## src/rtl/multicycle_ctrl_if.sv

```systemverilog
// Control/datapath bundle between the multicycle sequencer and the RV32 datapath.
interface multicycle_ctrl_if #(parameter int CNT_W = 32);
  logic [6:0]       opCode;
  logic             zero;
  logic             INT;
  logic             memReady;
  logic             PCWrite;
  logic [1:0]       PCSel;
  logic             IRWrite;
  logic             IorD;
  logic             MemRead;
  logic             MemWrite;
  logic             RegWrite;
  logic             ALUSrc;
  logic             Mem2Reg;
  logic [1:0]       ALUop;
  logic             trap;
  logic [2:0]       state;
  logic [CNT_W-1:0] instret;

  modport master (
    input  opCode, zero, INT, memReady,
    output PCWrite, PCSel, IRWrite, IorD, MemRead, MemWrite, RegWrite,
           ALUSrc, Mem2Reg, ALUop, trap, state, instret
  );

  modport slave (
    output opCode, zero, INT, memReady,
    input  PCWrite, PCSel, IRWrite, IorD, MemRead, MemWrite, RegWrite,
           ALUSrc, Mem2Reg, ALUop, trap, state, instret
  );
endinterface

```

## src/rtl/multicycle_ctrl.sv

```systemverilog
// Multicycle RV32-subset sequencer: one shared memory port, memReady handshake,
// interrupt redirect at retire, illegal-opcode / memory-timeout trap.
//
// state  | meaning
// RST    | load PC with entryPoint
// FETCH  | read instruction, wait memReady, load IR
// DECODE | classify opcode; UJ retires here
// EXEC   | ALU step; SB retires here
// MEM    | data read/write, wait memReady; S retires here
// WB     | register file write, retire
// TRAP   | redirect to entryPoint, pulse trap
module multicycle_ctrl #(
  parameter int TIMEOUT = 16,
  parameter int CNT_W   = 32
) (
  input logic             clk,
  input logic             rst_n,
  multicycle_ctrl_if.master bus
);

  localparam int WAIT_W = (TIMEOUT < 2) ? 1 : $clog2(TIMEOUT + 1);

  localparam logic [6:0] OP_LW = 7'b0000011;
  localparam logic [6:0] OP_I  = 7'b0010011;
  localparam logic [6:0] OP_R  = 7'b0110011;
  localparam logic [6:0] OP_S  = 7'b0100011;
  localparam logic [6:0] OP_SB = 7'b1100011;
  localparam logic [6:0] OP_UJ = 7'b1101111;

  typedef enum logic [2:0] {
    S_RST    = 3'd0,
    S_FETCH  = 3'd1,
    S_DECODE = 3'd2,
    S_EXEC   = 3'd3,
    S_MEM    = 3'd4,
    S_WB     = 3'd5,
    S_TRAP   = 3'd6
  } state_t;

  state_t            state_q, state_d;
  logic [WAIT_W-1:0] wait_q, wait_d;
  logic [CNT_W-1:0]  instret_q, instret_d;
  logic              int_pend_q, int_pend_d;
  logic              retire;

  logic       is_lw, is_s, alu_src;
  logic [1:0] alu_op;

  assign is_lw   = (bus.opCode == OP_LW);
  assign is_s    = (bus.opCode == OP_S);
  assign alu_src = (bus.opCode == OP_LW) || (bus.opCode == OP_I) || (bus.opCode == OP_S);
  assign alu_op  = (bus.opCode == OP_R)  ? 2'b10 :
                   (bus.opCode == OP_SB) ? 2'b01 : 2'b00;

  always_ff @(posedge clk or negedge rst_n) begin
    if (!rst_n) begin
      state_q    <= S_RST;
      wait_q     <= '0;
      instret_q  <= '0;
      int_pend_q <= 1'b0;
    end else begin
      state_q    <= state_d;
      wait_q     <= wait_d;
      instret_q  <= instret_d;
      int_pend_q <= int_pend_d;
    end
  end

  always_comb begin
    state_d      = state_q;
    wait_d       = wait_q;
    retire       = 1'b0;
    bus.PCWrite  = 1'b0;
    bus.PCSel    = 2'd0;
    bus.IRWrite  = 1'b0;
    bus.IorD     = 1'b0;
    bus.MemRead  = 1'b0;
    bus.MemWrite = 1'b0;
    bus.RegWrite = 1'b0;
    bus.ALUSrc   = 1'b0;
    bus.Mem2Reg  = 1'b0;
    bus.ALUop    = 2'b00;
    bus.trap     = 1'b0;

    case (state_q)
      S_RST: begin
        bus.PCWrite = 1'b1;
        bus.PCSel   = 2'd3;
        state_d     = S_FETCH;
      end
      S_FETCH: begin
        bus.MemRead = 1'b1;
        if (bus.memReady) begin
          bus.IRWrite = 1'b1;
          state_d     = S_DECODE;
        end else if (wait_q == WAIT_W'(TIMEOUT - 1)) begin
          state_d = S_TRAP;
        end else begin
          wait_d = wait_q + WAIT_W'(1);
        end
      end
      S_DECODE: begin
        case (bus.opCode)
          OP_UJ: begin
            retire      = 1'b1;
            bus.PCWrite = 1'b1;
            bus.PCSel   = 2'd2;
            state_d     = S_FETCH;
          end
          OP_LW, OP_I, OP_R, OP_S, OP_SB: state_d = S_EXEC;
          default:                        state_d = S_TRAP;
        endcase
      end
      S_EXEC: begin
        bus.ALUSrc = alu_src;
        bus.ALUop  = alu_op;
        case (bus.opCode)
          OP_R, OP_I:   state_d = S_WB;
          OP_LW, OP_S:  state_d = S_MEM;
          OP_SB: begin
            retire      = 1'b1;
            bus.PCWrite = 1'b1;
            bus.PCSel   = bus.zero ? 2'd1 : 2'd0;
            state_d     = S_FETCH;
          end
          default:      state_d = S_TRAP;
        endcase
      end
      S_MEM: begin
        bus.IorD     = 1'b1;
        bus.ALUSrc   = alu_src;
        bus.ALUop    = alu_op;
        bus.MemRead  = is_lw;
        bus.MemWrite = is_s;
        if (bus.memReady) begin
          if (is_lw) begin
            state_d = S_WB;
          end else begin
            retire      = 1'b1;
            bus.PCWrite = 1'b1;
            state_d     = S_FETCH;
          end
        end else if (wait_q == WAIT_W'(TIMEOUT - 1)) begin
          state_d = S_TRAP;
        end else begin
          wait_d = wait_q + WAIT_W'(1);
        end
      end
      S_WB: begin
        bus.RegWrite = 1'b1;
        bus.Mem2Reg  = is_lw;
        bus.ALUSrc   = alu_src;
        bus.ALUop    = alu_op;
        retire       = 1'b1;
        bus.PCWrite  = 1'b1;
        state_d      = S_FETCH;
      end
      S_TRAP: begin
        bus.trap    = 1'b1;
        bus.PCWrite = 1'b1;
        bus.PCSel   = 2'd3;
        state_d     = S_FETCH;
      end
      default: state_d = S_RST;
    endcase

    // Any state change restarts the memory wait budget.
    if (state_d != state_q) wait_d = '0;

    if (retire && (int_pend_q || bus.INT)) bus.PCSel = 2'd3;

    // Strobes are forced low for the whole reset assertion, not just after the edge.
    if (!rst_n) begin
      bus.PCWrite  = 1'b0;
      bus.PCSel    = 2'd0;
      bus.IRWrite  = 1'b0;
      bus.IorD     = 1'b0;
      bus.MemRead  = 1'b0;
      bus.MemWrite = 1'b0;
      bus.RegWrite = 1'b0;
      bus.ALUSrc   = 1'b0;
      bus.Mem2Reg  = 1'b0;
      bus.ALUop    = 2'b00;
      bus.trap     = 1'b0;
    end
  end

  always_comb begin
    int_pend_d = int_pend_q;
    if (bus.INT && (state_q != S_RST)) int_pend_d = 1'b1;
    if (retire || (state_q == S_TRAP)) int_pend_d = 1'b0;
  end

  assign instret_d   = retire ? instret_q + CNT_W'(1) : instret_q;
  assign bus.state   = state_q;
  assign bus.instret = instret_q;

endmodule

```

## src/flat_wrapper.sv

```systemverilog
// flat-port wrapper written by rule: the top's interface ports become plain ports
module multicycle_ctrl_flat 
#(
  parameter int TIMEOUT = 16,
  parameter int CNT_W   = 32
)
  (clk, rst_n, bus_opCode, bus_zero, bus_INT, bus_memReady, bus_PCWrite, bus_PCSel, bus_IRWrite, bus_IorD, bus_MemRead, bus_MemWrite, bus_RegWrite, bus_ALUSrc, bus_Mem2Reg, bus_ALUop, bus_trap, bus_state, bus_instret);
  multicycle_ctrl_if #(.CNT_W(CNT_W)) bus_i ();
  input logic clk;
  input logic rst_n;
  input wire logic [$bits(bus_i.opCode)-1:0] bus_opCode;
  input wire logic [$bits(bus_i.zero)-1:0] bus_zero;
  input wire logic [$bits(bus_i.INT)-1:0] bus_INT;
  input wire logic [$bits(bus_i.memReady)-1:0] bus_memReady;
  output wire logic [$bits(bus_i.PCWrite)-1:0] bus_PCWrite;
  output wire logic [$bits(bus_i.PCSel)-1:0] bus_PCSel;
  output wire logic [$bits(bus_i.IRWrite)-1:0] bus_IRWrite;
  output wire logic [$bits(bus_i.IorD)-1:0] bus_IorD;
  output wire logic [$bits(bus_i.MemRead)-1:0] bus_MemRead;
  output wire logic [$bits(bus_i.MemWrite)-1:0] bus_MemWrite;
  output wire logic [$bits(bus_i.RegWrite)-1:0] bus_RegWrite;
  output wire logic [$bits(bus_i.ALUSrc)-1:0] bus_ALUSrc;
  output wire logic [$bits(bus_i.Mem2Reg)-1:0] bus_Mem2Reg;
  output wire logic [$bits(bus_i.ALUop)-1:0] bus_ALUop;
  output wire logic [$bits(bus_i.trap)-1:0] bus_trap;
  output wire logic [$bits(bus_i.state)-1:0] bus_state;
  output wire logic [$bits(bus_i.instret)-1:0] bus_instret;
  assign bus_i.opCode = bus_opCode;
  assign bus_i.zero = bus_zero;
  assign bus_i.INT = bus_INT;
  assign bus_i.memReady = bus_memReady;
  assign bus_PCWrite = bus_i.PCWrite;
  assign bus_PCSel = bus_i.PCSel;
  assign bus_IRWrite = bus_i.IRWrite;
  assign bus_IorD = bus_i.IorD;
  assign bus_MemRead = bus_i.MemRead;
  assign bus_MemWrite = bus_i.MemWrite;
  assign bus_RegWrite = bus_i.RegWrite;
  assign bus_ALUSrc = bus_i.ALUSrc;
  assign bus_Mem2Reg = bus_i.Mem2Reg;
  assign bus_ALUop = bus_i.ALUop;
  assign bus_trap = bus_i.trap;
  assign bus_state = bus_i.state;
  assign bus_instret = bus_i.instret;
  multicycle_ctrl #(.TIMEOUT(TIMEOUT), .CNT_W(CNT_W)) u_core (.clk(clk), .rst_n(rst_n), .bus(bus_i));
endmodule
```

## config.mk

```make
export PLATFORM = sky130hd
export DESIGN_NAME = multicycle_ctrl_flat
export DESIGN_NICKNAME = d
export VERILOG_FILES = /design/src/rtl/multicycle_ctrl_if.sv /design/src/rtl/multicycle_ctrl.sv /design/src/flat_wrapper.sv
export SDC_FILE = /design/constraint.sdc
export NUM_CORES = 1
export LEC_CHECK = 0
export CAP_MARGIN = 20
export CORE_MARGIN = 1.5
export CORE_UTILIZATION = 44
export DETAILED_ROUTE_END_ITERATION = 10
export GPL_TIMING_DRIVEN = 0
export PLACE_DENSITY = 0.76
export SLEW_MARGIN = 25
export SYNTH_ARGS = -nofsm -noshare
export SYNTH_HDL_FRONTEND = slang
export SYNTH_SLANG_ARGS = --single-unit
```

## constraint.sdc

```tcl
create_clock -name clk -period 1.85 [get_ports clk]
set_input_delay 0.2775 -clock clk [delete_from_list [all_inputs] [get_ports clk]]
set_output_delay 0.2775 -clock clk [all_outputs]
set_load 0.03 [all_outputs]
```

==> metrics.log <==
[metrics] status: complete, but fails checks
[metrics] failing checks: setup timing
[metrics] RePlAce Congestion: 0.840
[metrics] depth of the most critical reg-to-reg path: 7
[metrics] startpoint types: flip-flop
[metrics] endpoints failing hold: 0
[metrics] routed wire length on met2: roughly 3.3 mm
[metrics] total overflow reported by the global router: 0
[metrics] Power Dens Cells: roughly 1000 nW/um^2
[metrics] CTS root buffer: clkbuf_8
[metrics] pins over their slew limit: 0
[metrics] worst-path fanout max: 4
[metrics] actual slew at the worst max-slew pin: 0.808 ns
[metrics] post-synthesis async set-or-reset flop share: 1.00
[metrics] Pleak: roughly 1.5 nW
[metrics] portion of the post-synthesis area used by sequential elements: 0.441
[metrics] via count of the first global-routing pass: ~2.2k
[metrics] cells after synthesis: ~240
[metrics] maximum number of pins on one net before global-route repair: 24
[metrics] Sum Neg Setup Slack: -10.32 ns
[metrics] Top Metal Used: met4
[metrics] ANT nets after route: 0
[metrics] area of the core: between 5000 and 6000 um^2
[metrics] post-layout worst setup margin: -0.457 ns
[metrics] max-slew headroom at the worst pin: 0.459
[metrics] reg-to-reg critical path endpoint: u_core.bus.instret[24]
[metrics] MaxCap Viol Count: 0
[metrics] setup-violating endpoint count in the final report: 36
[metrics] flop and latch count out of synthesis: 41
[metrics] I/O Buffers: 57
[metrics] Mean Syn Cell Area: 9.66 um^2
[metrics] clock buffer count from CTS: 5
[metrics] endpoint of the worst setup timing path: bus_PCSel[1]
[metrics] Post-synth EDFFs: 0
[metrics] clock latency on the worst-skew pair: 0.29 ns
[metrics] count of synthesis-stage warnings from yosys: 0
[metrics] Tcrit/Tclk final: 1.25
[metrics] effective utilization at floorplan: 0.456
[metrics] clock sink count: between 40 and 50
[metrics] first-pass iteration count of the detailed router: 4
[metrics] via count: 2,215
[metrics] wire length of the first global-routing pass: 9.90 mm
[metrics] wire length per cell: 15.9 um
[metrics] net count of the mapped netlist: 256
[metrics] number of violations reported at the end of detailed-routing iteration 0: 96
[metrics] Worst Setup SP: u_core.bus.state[0]
[metrics] worst endpoint required time: 1.57 ns
[metrics] detailed-route wire length: 6.41 mm
[metrics] Hold Slack: 0.209 ns
[metrics] post-route cell area: 3590 um^2
[metrics] standard-cell rows: 26
[metrics] cell breakdown of the critical path: or3b_4 -> a2111o_1 -> nand2_4 -> a21o_1 -> o21a_4 -> buf_6
[metrics] Die Span X: 75.7 um
[metrics] drc violations: 0
[metrics] setup slack of the most critical reg-to-reg path: -0.44 ns
[metrics] fin nets: 349
[metrics] Detailed Place HPWL: 4.12 mm
[metrics] vias per cell: 5.48
[metrics] maximum clock path buffer count: 2
[metrics] global-route total usage across every layer: 0.231
[metrics] worst hold path type: in -> async
[metrics] Peak Freq: 434 MHz
[metrics] Die Footprint: about 5700 um^2
[metrics] most instantiated flip-flop cell in the synthesis netlist: dfrtp_1
[metrics] total inserted antenna cells: 0
[metrics] post-route total power: 0.00377 W
[metrics] delay contributed by the slowest stage of the critical path: 0.43 ns
[metrics] Worst IR Drop VDD: ~0.00063 V
[metrics] vertical die dimension: 75.7 um
[metrics] CTS H-tree lvls: 2
[metrics] capturing element type of the critical path: output port
[metrics] Placement Cell Area: 3080 um^2
[metrics] length of routed wiring on met1: approximately 2.6 mm
[metrics] layout cells sized above 1: 0.311
[metrics] time the final worst path needs with I/O delays and setup: around 2.3 ns
[metrics] cell area after synthesis: 2330 um^2
[metrics] clock-pin slew on the worst setup and hold paths: 0.08 ns
[metrics] P&R area growth vs syn: 54.5%
[metrics] unrepaired setup endpoints after global routing: true
[metrics] TritonCTS clock tree: built
[metrics] CP Class: reg -> out
[metrics] count of cell types in the netlist: 48
[metrics] source of the worst register-to-register timing path: u_core.bus.state[0]
[metrics] initial antenna violation count: 0
[metrics] IO Pins: 60
[metrics] routed length on met3: 393 um
[metrics] Worst EP arrival: 2.03 ns
[metrics] final worst clock skew: between 0.008 and 0.009 ns
[metrics] cell with the biggest individual delay on the critical path: a2111o_1
-- per-layer routing --
metal	GRT usage	vias to the layer above
met3	0.0714	16
li1	-	1041
met5	0	-
met2	0.392	82
met4	0.0873	0
met1	0.276	1076
-- metrics by stage --
| stage | setup slack, ns | std cells | utilization |
|---|---|---|---|
| after global placement | -2.20 | 368 | 0.600 |
| after floorplan | -0.307 | 241 | - |
| after global routing | -0.518 | 404 | 0.704 |
| after CTS | -0.513 | 401 | 0.682 |
| final | -0.457 | 404 | 0.704 |
| after detailed placement | -1.37 | 369 | 0.603 |
-- registers in the layout, indices dropped and copies added, names as in the netlist --
| signal | count |
|---|---|
| u_core.int_pend_q | 1 |
| u_core.bus.instret | 32 |
| u_core.bus.state | 3 |
| u_core.wait_q | 5 |
-- report_power, final --
group,switching (W),internal (W),total [W],leakage (nW)
logic,0.00107,0.000926,0.00200,0.941
registers,0.000153,0.00102,0.00118,0.539
clock network,0.000303,0.000295,0.000598,0.0433
-- worst max-delay path, delay by kind of cell, from the launching register on --
kind	cells	cell delay, ns
compound gates	3	0.76
buf+inv	1	0.12
flops	1	0.39
simple gates	2	0.47
-- cells in the final DEF (no fill, tap or decap), types with 3 or more instances in the layout --
cell / instances
and3_1: 9
clkbuf_2: 5
o21a_4: 3
inv_1: 3
nand3_1: 12
clkdlybuf4s50_1: 36
dfrtp_1: 40
a211oi_1: 3
buf_4: 20
nor2_4: 3
nand3b_1: 3
xor2_1: 9
nor3_4: 3
nand2_1: 23
and4_1: 3
o21ai_0: 4
buf_6: 19
nor2_1: 13
a21oi_1: 3
nand2b_1: 6
xnor2_1: 23
nor2_2: 3
nand4_1: 10
buf_2: 4
clkbuf_8: 6
-- layout make-up --
cell class,instances,area (um^2)
Fill cell,388,1510
Multi-Input combinational cell,189,1500
Sequential cell,41,1030
Timing Repair Buffer,87,835
Tap cell,70,87.6
Clock buffer,6,82.6
Buffer,7,48.8
Inverter,3,11.3
Clock inverter,1,7.51
-- what timing repair did --
item                                   in CTS  in global routing
resized for setup                         131                 31
buffers inserted                           23                  5
endpoints found under the hold margin      18                  0
hold buffers                                2                  0
cloned                                      1                  0
setup endpoints to repair                  50                 52
pin swaps                                  13                 11
-- cells in the mapped netlist (2+ instances only) --
| library cell | instances | area share |
|---|---|---|
| a21boi_0 | 2 | 0.0064 |
| a21oi_1 | 5 | 0.011 |
| nor3b_1 | 3 | 0.0097 |
| a211oi_1 | 4 | 0.013 |
| ha_1 | 3 | 0.016 |
| nand3_1 | 13 | 0.028 |
| or3_1 | 2 | 0.0054 |
| nor3_1 | 3 | 0.0064 |
| nand3b_1 | 3 | 0.0097 |
| nand2_1 | 27 | 0.044 |
| and2_1 | 2 | 0.0054 |
| xnor2_1 | 23 | 0.087 |
| and4_1 | 3 | 0.011 |
| nor2_1 | 19 | 0.031 |
| xor2_1 | 10 | 0.038 |
| and3_1 | 10 | 0.027 |
| dfrtp_1 | 41 | 0.44 |
| o32ai_1 | 2 | 0.0075 |
| or2_2 | 2 | 0.0054 |
| nor2b_1 | 3 | 0.0081 |
| clkbuf_1 | 6 | 0.0097 |
| o21a_1 | 4 | 0.013 |
| nand2b_1 | 9 | 0.024 |
| a221oi_1 | 2 | 0.0075 |
| o21ai_0 | 6 | 0.013 |
| inv_1 | 3 | 0.0048 |
| nand4_1 | 10 | 0.027 |
-- how the worst min path moves through the flow --
stage | slack (ns) | from | end
after CTS | 0.47 | u_core.bus.instret[31] | u_core.bus.instret[31]
after detailed placement | 0.25 | rst_n | u_core.bus.instret[22]
after floorplan | -0.02 | rst_n | u_core.bus.instret[0]
after global placement | 0.46 | u_core.wait_q[0] | u_core.wait_q[0]
after global routing | 0.24 | rst_n | u_core.bus.instret[25]
final | 0.21 | rst_n | u_core.bus.instret[25]
-- cell families (layout without fill, tap and decap cells) --
logic type,Yosys count,count (layout),share of synthesized area
xor+xnor,33,33,0.124
fa+ha+maj,3,3,0.0161
simple gates,116,116,0.273
mux,1,1,0.00484
flops,41,41,0.441
buf+inv,11,104,0.0199
compound gates,36,36,0.122
No activity file was read; power rests on OpenSTA's default activity.
